--- config.mk ---
export PLATFORM = sky130hd
export DESIGN_NAME = uart_rx_deser
export DESIGN_NICKNAME = d
export VERILOG_FILES = /design/src/rtl/uart_rx_deser.sv
export SDC_FILE = /design/constraint.sdc
export NUM_CORES = 1
export LEC_CHECK = 0
export CORE_AREA = 2 2 62 64
export CTS_BUF_LIST = sky130_fd_sc_hd__clkbuf_16
export CTS_CLUSTER_DIAMETER = 80
export DETAILED_ROUTE_END_ITERATION = 8
export DIE_AREA = 0 0 64 66
export PLACE_DENSITY = 0.75
export SETUP_SLACK_MARGIN = 0.3
export SYNTH_ARGS = -nofsm -noshare
export SYNTH_HDL_FRONTEND = slang
export SYNTH_SLANG_ARGS = --single-unit
--- constraint.sdc ---
create_clock -name Clk -period 2.2 [get_ports Clk]
set_clock_uncertainty 0.15 [all_clocks]
set_input_delay 0.33 -clock Clk [delete_from_list [all_inputs] [get_ports Clk]]
set_output_delay 0.33 -clock Clk [all_outputs]
set_load 0.02 [all_outputs]
--- src/rtl/uart_rx_deser.sv ---
// uart_rx_deser -- oversampling UART receiver / deserialiser.
//
// Consumes the serial line from the UART transmitter. Each bit period is
// OVERSAMPLE Tick pulses long. A falling edge in IDLE starts a frame. The
// start bit is confirmed at mid-bit. NBits data bits (5..8) are then taken
// LSB first, followed by an optional parity bit and then the stop bit, each
// sampled once per bit period. The word is presented with a one-cycle
// RxDone strobe.
//
// Optional feature macro: UART_RX_PARITY_EN (adds the PARITY state and the
// ParOdd input; when undefined ParErr is tied low).
//
// Ports:
//   Clk      in   system clock, posedge
//   Rst_n    in   asynchronous active-low reset
//   Tick     in   baud oversample enable, one Clk wide
//   Rx       in   serial line, idle high, asynchronous to Clk
//   NBits    in   data bits per frame (clamped to 5..8, latched at start)
//   ParOdd   in   odd(1)/even(0) parity select (UART_RX_PARITY_EN only)
//   RxData   out  received word, right-aligned, upper bits zero
//   RxDone   out  one-cycle strobe, coincides with a Tick cycle
//   FrameErr out  stop bit sampled low
//   ParErr   out  parity mismatch
//   Busy     out  receiver not in IDLE
module uart_rx_deser #(
    parameter int OVERSAMPLE  = 16,
    parameter int SYNC_STAGES = 2
) (
    input  logic       Clk,
    input  logic       Rst_n,
    input  logic       Tick,
    input  logic       Rx,
    input  logic [3:0] NBits,
`ifdef UART_RX_PARITY_EN
    input  logic       ParOdd,
`endif
    output logic [7:0] RxData,
    output logic       RxDone,
    output logic       FrameErr,
    output logic       ParErr,
    output logic       Busy
);

    localparam int CW = $clog2(OVERSAMPLE);
    localparam logic [CW-1:0] CNT_MID = CW'(OVERSAMPLE / 2 - 1);
    localparam logic [CW-1:0] CNT_END = CW'(OVERSAMPLE - 1);

    typedef enum logic [2:0] {
        S_IDLE   = 3'd0,
        S_START  = 3'd1,
        S_DATA   = 3'd2,
        S_PARITY = 3'd3,
        S_STOP   = 3'd4
    } state_t;

    state_t                 state_q, state_d;
    logic [CW-1:0]          cnt_q, cnt_d;
    logic [2:0]             idx_q, idx_d;
    logic [3:0]             nbits_q, nbits_d;
    logic [7:0]             shift_q, shift_d;
    logic                   armed_q, armed_d;
    logic [7:0]             rx_data_q, rx_data_d;
    logic                   frame_err_q, frame_err_d;
    logic                   done_pend_q, done_pend_d;
    logic [SYNC_STAGES-1:0] sync_q;
    logic                   rxs_s;
    logic [7:0]             mask_s;
    logic [7:0]             data_masked_s;
`ifdef UART_RX_PARITY_EN
    logic                   par_odd_q, par_odd_d;
    logic                   par_bit_q, par_bit_d;
    logic                   par_err_q, par_err_d;
`endif

    // Input synchroniser; flops reset high so reset looks like an idle line.
    always_ff @(posedge Clk or negedge Rst_n) begin
        if (!Rst_n) begin
            sync_q <= '1;
        end else begin
            sync_q <= {sync_q[SYNC_STAGES-2:0], Rx};
        end
    end

    assign rxs_s         = sync_q[SYNC_STAGES-1];
    // nbits_q is 5..8 once latched, so the shift is 0..3.
    assign mask_s        = 8'hFF >> (4'd8 - nbits_q);
    assign data_masked_s = shift_q & mask_s;

    // Next-state and datapath update; everything steps only on Tick cycles.
    always_comb begin
        state_d     = state_q;
        cnt_d       = cnt_q;
        idx_d       = idx_q;
        nbits_d     = nbits_q;
        shift_d     = shift_q;
        armed_d     = armed_q;
        rx_data_d   = rx_data_q;
        frame_err_d = frame_err_q;
        // The pending strobe is shown on the next Tick cycle, then drops.
        done_pend_d = done_pend_q & ~Tick;
`ifdef UART_RX_PARITY_EN
        par_odd_d   = par_odd_q;
        par_bit_d   = par_bit_q;
        par_err_d   = par_err_q;
`endif

        // A high line in IDLE re-arms start detection (blocks stuck-low restarts).
        if ((state_q == S_IDLE) && rxs_s) begin
            armed_d = 1'b1;
        end else begin
            armed_d = armed_d;
        end

        if (Tick) begin
            cnt_d = cnt_q + CW'(1);
            case (state_q)
                S_IDLE: begin
                    if (!rxs_s && armed_q) begin
                        state_d = S_START;
                        cnt_d   = '0;
                        armed_d = 1'b0;
                    end else begin
                        state_d = S_IDLE;
                    end
                end
                S_START: begin
                    if (cnt_q == CNT_MID) begin
                        if (!rxs_s) begin
                            if (NBits < 4'd5) begin
                                nbits_d = 4'd5;
                            end else if (NBits > 4'd8) begin
                                nbits_d = 4'd8;
                            end else begin
                                nbits_d = NBits;
                            end
`ifdef UART_RX_PARITY_EN
                            par_odd_d = ParOdd;
`endif
                            cnt_d   = '0;
                            idx_d   = 3'd0;
                            shift_d = 8'h00;
                            state_d = S_DATA;
                        end else begin
                            state_d = S_IDLE;
                        end
                    end else begin
                        state_d = S_START;
                    end
                end
                S_DATA: begin
                    if (cnt_q == CNT_END) begin
                        shift_d[idx_q] = rxs_s;
                        idx_d          = idx_q + 3'd1;
                        if ({1'b0, idx_q} == (nbits_q - 4'd1)) begin
`ifdef UART_RX_PARITY_EN
                            state_d = S_PARITY;
`else
                            state_d = S_STOP;
`endif
                        end else begin
                            state_d = S_DATA;
                        end
                    end else begin
                        state_d = S_DATA;
                    end
                end
                S_PARITY: begin
                    if (cnt_q == CNT_END) begin
`ifdef UART_RX_PARITY_EN
                        par_bit_d = rxs_s;
`endif
                        state_d = S_STOP;
                    end else begin
                        state_d = S_PARITY;
                    end
                end
                S_STOP: begin
                    if (cnt_q == CNT_END) begin
                        rx_data_d   = data_masked_s;
                        frame_err_d = ~rxs_s;
`ifdef UART_RX_PARITY_EN
                        par_err_d   = ((^data_masked_s) ^ par_bit_q) != par_odd_q;
`endif
                        done_pend_d = 1'b1;
                        state_d     = S_IDLE;
                    end else begin
                        state_d = S_STOP;
                    end
                end
                default: begin
                    state_d = S_IDLE;
                end
            endcase
        end else begin
            cnt_d = cnt_q;
        end
    end

    // State and datapath registers.
    always_ff @(posedge Clk or negedge Rst_n) begin
        if (!Rst_n) begin
            state_q     <= S_IDLE;
            cnt_q       <= '0;
            idx_q       <= 3'd0;
            nbits_q     <= 4'd0;
            shift_q     <= 8'h00;
            armed_q     <= 1'b0;
            rx_data_q   <= 8'h00;
            frame_err_q <= 1'b0;
            done_pend_q <= 1'b0;
`ifdef UART_RX_PARITY_EN
            par_odd_q   <= 1'b0;
            par_bit_q   <= 1'b0;
            par_err_q   <= 1'b0;
`endif
        end else begin
            state_q     <= state_d;
            cnt_q       <= cnt_d;
            idx_q       <= idx_d;
            nbits_q     <= nbits_d;
            shift_q     <= shift_d;
            armed_q     <= armed_d;
            rx_data_q   <= rx_data_d;
            frame_err_q <= frame_err_d;
            done_pend_q <= done_pend_d;
`ifdef UART_RX_PARITY_EN
            par_odd_q   <= par_odd_d;
            par_bit_q   <= par_bit_d;
            par_err_q   <= par_err_d;
`endif
        end
    end

    assign RxData   = rx_data_q;
    assign FrameErr = frame_err_q;
    assign RxDone   = done_pend_q & Tick;
    assign Busy     = (state_q != S_IDLE);
`ifdef UART_RX_PARITY_EN
    assign ParErr   = par_err_q;
`else
    assign ParErr   = 1'b0;
`endif

endmodule
# ---- Word level (Yosys, flattened, before mapping)
# Cells that the tools add are included.
dict set report totals {
  reg_bits 35
  latch_bits 0
  ramBits 0
  mem_bits_ro 0
  in_bits 8
  out_inout_bits 12
  wordCells 76
  n_memories 0
}
dict set report op_classes {
  addsub 4
  mul 0
  div 0
  n_lt_le_gt_ge 4
  eq_ne 10
  shift 1
  n_mux 32
  bitwise_logic 5
  n_reduce_logical 10
}
# cell n
set ops {}
lappend ops {{3-bit two-way mux} 8}
lappend ops {{8-bit two-way mux} 3}
lappend ops {{4-bit two-way mux} 5}
lappend ops {{8-bit case mux with 2 select lines} 1}
lappend ops {{3-bit case mux with 5 select lines} 1}
lappend ops {{1-bit two-way mux} 9}
lappend ops {{8-bit AND} 1}
lappend ops {{8-bit bitwise mux} 1}
lappend ops {{4-bit case mux with 2 select lines} 1}
lappend ops {{8-bit by 4-bit right shift with 8-bit output, first input constant} 1}
lappend ops {{3-bit by 2-bit equality test with 1-bit output, second input constant} 2}
lappend ops {{2-bit != test, second input constant} 3}
lappend ops {{3-bit case mux with 2 select lines} 1}
lappend ops {{5-bit AND reduction} 1}
lappend ops {{4-bit by 1-bit adder with 4-bit output, second input constant} 1}
lappend ops {{3-bit by 4-bit equality test with 1-bit output} 1}
lappend ops {{4-bit by 3-bit equality test with 1-bit output, second input constant} 1}
lappend ops {{4-bit equality test, second input constant} 1}
lappend ops {{4-bit > comparator, second input constant} 1}
lappend ops {{3-bit by 4-bit less-than comparator with 1-bit output, second input constant} 1}
lappend ops {{4-bit by 3-bit less-than comparator with 1-bit output, second input constant} 1}
lappend ops {{4-bit AND reduction} 1}
lappend ops {{4-bit by 1-bit subtractor with 4-bit output, second input constant} 1}
lappend ops {{4-bit subtractor, first input constant} 1}
lappend ops {{other kinds (14)} 18}

# ---- Longest topological paths before layout
# Gate-level depths: netlist (run 1).
dict set report logic_depth {
  depth_word 7
  ltp_mapped 7
  mapped_depth_nobuf 6
}

# ---- Worst setup path after synthesis (run 1)
# Ideal clock, no wire load.
dict set report synth_timing {
  path_kind {register -> register}
  from {reg state_q[1]}
  to {reg nbits_q[3]}
  setup_ps 127
  t_arrival_ps 1542
  required_ps 1923
  path_slack_ps 380
  stages_incl_launch_ff 5
  path_buffers 1
  period_less_slack_ps 1820
  cell_sequence {dfrtp_1 > or3_1 > or3_1 > buf_6 > mux2_1}
}
dict set report synth_between {
  elab_chain_len 2
}
# element line
set synth_lines {}
lappend synth_lines {{start: declaration} 56} ;# state_t state_q, state_d;
lappend synth_lines {{start signal: assignment} 217} ;# state_q <= state_d;
lappend synth_lines {{3-bit by 1-bit equality test with 1-bit output} 116} ;# case (state_q)
lappend synth_lines {{4-bit AND reduction (no line)} n/a}
lappend synth_lines {{end signal: assignment} 220} ;# nbits_q <= nbits_d;
lappend synth_lines {{end: declaration} 59} ;# logic [3:0] nbits_q, nbits_d;
# No other way between the ends.
# A chain may end at the register's enable or synchronous reset.

# ---- Worst setup path after layout (run 1)
dict set report layout_timing {
  from {reg cnt_q[3]}
  to {reg nbits_q[0]}
}
dict set report layout_between {
  elab_chain_len 2
}
# element line
set layout_lines {}
lappend layout_lines {{start: declaration} 57} ;# logic [CW-1:0] cnt_q, cnt_d;
lappend layout_lines {{start signal: assignment} 218} ;# cnt_q <= cnt_d;
lappend layout_lines {{4-bit by 3-bit equality test with 1-bit output} 127} ;# if (cnt_q == CNT_MID) begin
lappend layout_lines {{4-bit AND reduction (no line)} n/a}
# No other way between the ends.

==> impl_metrics.tcl, run 1 <==
set metrics [dict create \
    drc 0 \
    ios 20 \
    place.gp.congestion 0.836 \
    syn_inst 190 \
    grt_pass1_wl_um 6600 \
    n_fill_cell 267 \
    min_period_ns 1.88 \
    io_buffer_count 18 \
    m1WireLength_um 1860 \
    syn_area_um2 1850 \
    final_util_pct 65.6 \
    diodes 0 \
    whs_ns 0.208 \
    status "finished clean" \
    grt_usage_pct 20.6 \
    wirelength_um 4110 \
    cts_tree "built" \
    hpwl_um 2760 \
    clkPwrFrac_pct 32.6 \
    wl_per_cell_um 15.3 \
    die_x_um 64 \
    dieArea_um2 4220 \
    p_switching_mw 0.618 \
    leakagePower_nw 1.08 \
    cp-start-kind "flop" \
    clock_sinks 35 \
    drive_above_1_share_pct 15.9 \
    wl_met3_um 211 \
    placed_cell_area_um2 2100 \
    required_ns 2.23 \
    power_per_cell_area_nw_per_um2 862 \
    place_inst 255 \
    yosysUniqueCellTypes 43 \
    ys.warnings.count 0 \
    ys_ff_latch 35 \
    finalCritPeriodShare_pct 85.4 \
    p_total_mw 2.01 \
    critical-path-slowest-cell "dfrtp_1" \
    cts-root-buf "clkbuf_16" \
    seq_area_frac_synth_pct 47.5 \
    reg2reg_slack_ns 0.32 \
    setup_viol 0 \
    drv.max_cap_violation_count 0 \
    final_area_um2 2330 \
    path_max_fanout 8 \
    first_pass_iters 4 \
    grt.overflow.total 0 \
    rsz0062_at_grt "true" \
    final_net_count 234 \
    vias_per_cell 5.65 \
    timing.final.ws_setup_ns 0.322 \
    finalMaxSlewViolations 0 \
    switching_share_pct 30.8 \
    combPwrFrac_pct 23.0 \
    crit_type "reg -> reg" \
    rows 22 \
    clockBufferDepth 2 \
    worstPathCellList "or3_1, or3_4, buf_4, o31ai_1" \
    clk_latency_ns 0.28 \
    max_freq_ghz 0.532 \
    crit_arrival_ns 1.91 \
    pre_cts_ws_ns 0.100 \
    hold_violations 0 \
    die_h_um 66 \
    p_seq_share_pct 44.4 \
    route.met2.wl_um 1970 \
    cts_buffers 5 \
    syn_avg_cell_area_um2 9.74 \
    peakVddDrop_v 0.000585 \
    num_vias 1515 \
    p_int_mw 1.39 \
    first_iter_violations 84 \
    start_util_pct 52.1 \
    synthToLayoutAreaGrowth_pct 25.9 \
    core_area_um2 3550 \
    grt_pass1_vias 1416 \
    fin_tns_setup_ns 0 \
    end_kind "flop" \
    ant_nets 0 \
    synthesis.nets 205 \
    final_common_cell "dfrtp_1" \
    layout_common_cells "dfrtp_1 (32), nand2_1 (31), clkdlybuf4s50_1 (16)" \
    fin_cells 268 \
    hold_class "reg -> reg" \
    clk_pin_slew_ns 0.05 \
    htreeDepth 2 \
    maxUsedRoutingLayer "met4" \
    grt_max_degree 36 \
    cpPeakStageDelay_ns 0.46 \
    antenna_found_initial 0 \
]
[routing by layer]
layer	vias up	global-route usage, %
li1	724	-
met1	738	27.5
met2	43	32.3
met3	10	4.77
met4	0	8.42
met5	-	0
[power groups by stage]
stage / clock, mW / sequential (mW) / combinational [mW]
final: 0.655 / 0.892 / 0.461
after global routing: 0.697 / 0.904 / 0.520
after CTS: 0.669 / 0.875 / 0.417
after detailed placement: 0 / 0.882 / 0.396
after global placement: 0 / 0.872 / 0.379
after floorplan: 0 / 0.824 / 0.330
[critical path: cells and delay by family (launching register included)]
family / cells / cell delay, ns
compound gates: 1 / 0.22
flops: 1 / 0.46
simple gates: 2 / 0.77
buf+inv: 1 / 0.18
[final cells by class]
type	count	area, µm²	area share [%]
multi-input cells	132	918	39.4
clock inverters	3	11.3	0.483
clock buffers	5	125	5.37
repair buffers	32	287	12.3
flip-flops and latches	35	880	37.8
inverters	13	48.8	2.09
well taps	48	60.1	2.58
[logic make-up (layout without fill, tap and decap cells)]
family	count (synthesis)	count (layout)	share of synthesized area [%]
buffers and inverters	23	53	6.02
adders and majority gates	7	7	4.73
xor gates and xnor gates	6	6	3.58
AOI/OAI and AO/OA	43	43	15.2
muxes	11	11	6.09
other	1	1	0.203
and+or+nand+nor	64	64	16.7
DFF	35	35	47.5
[synth_stat cells]
| master | count | area share (%) |
|---|---|---|
| clkbuf_1 | 5 | 1.0 |
| nand3_1 | 6 | 1.6 |
| and3b_1 | 1 | 0.47 |
| o21ai_1 | 5 | 1.4 |
| xor2_1 | 3 | 1.4 |
| nor3b_2 | 1 | 0.68 |
| xnor3_1 | 1 | 1.2 |
| buf_2 | 2 | 0.54 |
| o2111ai_1 | 2 | 0.95 |
| nand4_1 | 1 | 0.34 |
| a32oi_1 | 1 | 0.47 |
| nand4b_1 | 1 | 0.47 |
| ha_1 | 7 | 4.7 |
| conb_1 | 1 | 0.20 |
| nand2_1 | 31 | 6.3 |
| a31oi_1 | 3 | 1.0 |
| xnor2_1 | 2 | 0.95 |
| o21ai_0 | 15 | 4.1 |
| mux2i_1 | 9 | 4.9 |
| a22o_1 | 4 | 1.9 |
| buf_8 | 1 | 0.81 |
| o31ai_1 | 2 | 0.81 |
| nor2b_1 | 1 | 0.34 |
| dfrtp_1 | 33 | 45 |
| mux2_1 | 1 | 0.61 |
| and2_1 | 1 | 0.34 |
| o2bb2ai_1 | 1 | 0.47 |
| o211ai_1 | 5 | 2.0 |
| nor2_1 | 8 | 1.6 |
| inv_1 | 12 | 2.4 |
| dfstp_2 | 2 | 2.8 |
| nor3_1 | 4 | 1.1 |
| nor4b_1 | 2 | 0.95 |
| buf_6 | 1 | 0.61 |
| and4_1 | 1 | 0.47 |
| a21o_1 | 3 | 1.2 |
| mux2_2 | 1 | 0.61 |
| or3_1 | 2 | 0.68 |
| o41ai_1 | 2 | 0.95 |
| and3_1 | 2 | 0.68 |
| inv_2 | 1 | 0.20 |
| buf_4 | 1 | 0.41 |
| nand2b_1 | 2 | 0.68 |
[sequential cells by signal, summed over array words and instances, names as in the netlist, named ones only]
| signal | cells |
|---|---|
| nbits_q | 4 |
| cnt_q | 4 |
| shift_q | 8 |
| state_q | 3 |
| FrameErr | 1 |
| RxData | 8 |
| sync_q | 2 |
| idx_q | 3 |
[path summary, 6_finish.rpt]
path                           start         end  cells after the start
setup / recovery            cnt_q[3]  nbits_q[0]                      4
hold / removal             sync_q[0]   sync_q[1]                      0
setup reg to reg            cnt_q[3]  nbits_q[0]                      4
hold reg to reg            sync_q[0]   sync_q[1]                      0
max in group asynchronous      Rst_n   sync_q[0]                      2
min in group asynchronous      Rst_n   RxData[0]                      2
[what timing repair did]
action                                  in CTS  in global routing
setup buffers                                2                  3
gates cloned                                 0                  0
endpoints found under the setup margin       9                 19
gates resized for setup                      7                 10
pin swaps                                    0                  1
hold buffers                                 0                  0
(Power assumes the default switching activity.)
==> run 2: changes to the inputs <==
Settings changed: CORE_AREA 2 2 62 64 to 4 4 64 66, DIE_AREA 0 0 64 66 to 0 0 68 70.
==> impl_metrics.tcl, run 2 (synthesis gave the netlist of run 1 again) <==
set metrics [dict create \
    cts_tree "built" \
    start_util_pct 51.7 \
    die_x_um 68 \
    min_period_ns 1.85 \
    place.gp.congestion 0.846 \
    final_common_cell "dfrtp_1" \
    finalMaxSlewViolations 0 \
    place_inst 257 \
    cts-root-buf "clkbuf_16" \
    end_kind "flop" \
    path_max_fanout 9 \
    final-seq-area_um2 880 \
    final_net_count 232 \
    hp-start "sync_q[0]" \
    grt_pass1_wl_um 6870 \
    whs_endpoint "sync_q[1]" \
    wl_per_cell_um 15.0 \
    p_int_mw 1.38 \
    ios 20 \
    postCtsHoldBufs 0 \
    cp-start-kind "flop" \
    core_area_um2 3580 \
    grt.overflow.total 0 \
    crit_arrival_ns 1.88 \
    clk_pin_slew_ns 0.05 \
    cts_buffers 5 \
    switching_share_pct 30.5 \
    hold_class "reg -> reg" \
    critPathBufInv 1 \
    grt_max_degree 36 \
    setup_viol 0 \
    ff2ff_path_depth 4 \
    drv.max_cap_violation_count 0 \
    worstPathCellList "or3_1, or3_4, buf_4, o31ai_2" \
    leakagePower_nw 1.07 \
    clk_latency_ns 0.28 \
    finalCritPeriodShare_pct 83.9 \
    reg2reg_to "nbits_q[0]" \
    dieArea_um2 4760 \
    reg2reg_slack_ns 0.35 \
    grt_pass1_vias 1460 \
    htreeDepth 2 \
    critical-path-slowest-cell "dfrtp_2" \
    wirelength_um 3980 \
    drive_above_1_share_pct 14.7 \
    ant_nets 0 \
    max_freq_ghz 0.542 \
    io_buffer_count 18 \
    rows 22 \
    required_ns 2.23 \
    multi_input_area_um2 902 \
    power_per_cell_area_nw_per_um2 861 \
    status "finished clean" \
    n_fill_cell 286 \
    num_vias 1477 \
    first_iter_violations 95 \
    hold_path_depth 0 \
    rsz0062_at_grt "true" \
    peakVddDrop_v 0.000552 \
    cpPeakStageDelay_ns 0.42 \
    combPwrFrac_pct 22.2 \
    die_h_um 70 \
    first_pass_iters 4 \
    fin_cells 266 \
    antenna_found_initial 0 \
    crit_type "reg -> reg" \
    clkPwrFrac_pct 33.2 \
    clock_sinks 35 \
    p_switching_mw 0.602 \
    timing.rr.start "state_q[1]" \
    hpwl_um 2760 \
    drc 0 \
    vias_per_cell 5.55 \
    crit_family "simple AND/OR/NAND/NOR gates" \
    synthToLayoutAreaGrowth_pct 24.1 \
    layout_common_cells "dfrtp_1 (32), nand2_1 (31), clkdlybuf4s50_1 (16)" \
    clockBufferDepth 2 \
    grt_usage_pct 19.0 \
    hold_violations 0 \
    fin_tns_setup_ns 0 \
    crit_start "state_q[1]" \
    crit_cells 4 \
    p_seq_share_pct 44.6 \
    diodes 0 \
]
==> run 2: timing repair <==
action,4_1_cts,5_1_grt
buffers inserted,1,0
endpoints found under the setup margin,10,16
gates resized for setup,6,7
gates cloned,0,0
==> run 2: how the worst max path moves through the flow <==
stage	to	slack, ns
global route	RxData[5]	0.25
global placement	RxDone	0.1
detailed placement	RxDone	0.1
floorplan	nbits_q[3]	0.38
CTS	nbits_q[0]	0.33
finish	nbits_q[0]	0.35
==> run 2: cell type report <==
cell class	count	area share (%)
Clock inverter	3	0.545
Clock buffer	5	5.45
Timing Repair Buffer	30	11.7
Inverter	13	2.13
Tap cell	48	2.62
Multi-Input combinational cell	132	39.3
Sequential cell	35	38.3
==> run 2: stage by stage <==
| step | hold slack, ns | worst slack, ns | power (mW) | area, µm² | utilization (%) |
|---|---|---|---|---|---|
| floorplan | -0.116 | 0.380 | 1.15 | 1850 | - |
| global route | 0.207 | 0.253 | 2.09 | 2300 | 64.2 |
| global placement | 0.196 | 0.0957 | 1.26 | 2110 | 59.0 |
| finish | 0.206 | 0.355 | 1.98 | 2300 | 64.2 |
| detailed placement | 0.197 | 0.0966 | 1.29 | 2110 | 59.0 |
| CTS | 0.205 | 0.328 | 1.95 | 2270 | 63.4 |
==> run 2: power by group through the flow <==
stage	logic, mW	registers [mW]	clock network (mW)
2_1_floorplan	0.330	0.824	0
3_3_place_gp	0.388	0.872	0
3_5_place_dp	0.409	0.878	0
4_1_cts	0.423	0.867	0.665
5_1_grt	0.495	0.900	0.697
6_report	0.439	0.882	0.657
==> run 2: layer usage <==
layer  GRT usage [%]  part of all wire [%]  vias to the layer above
met5               0                     0                        -
met4            5.96                   1.7                        0
met3            5.47                   4.5                        7
met2            30.6                    52                       36
met1            24.1                    42                      719
li1                -                     -                      715
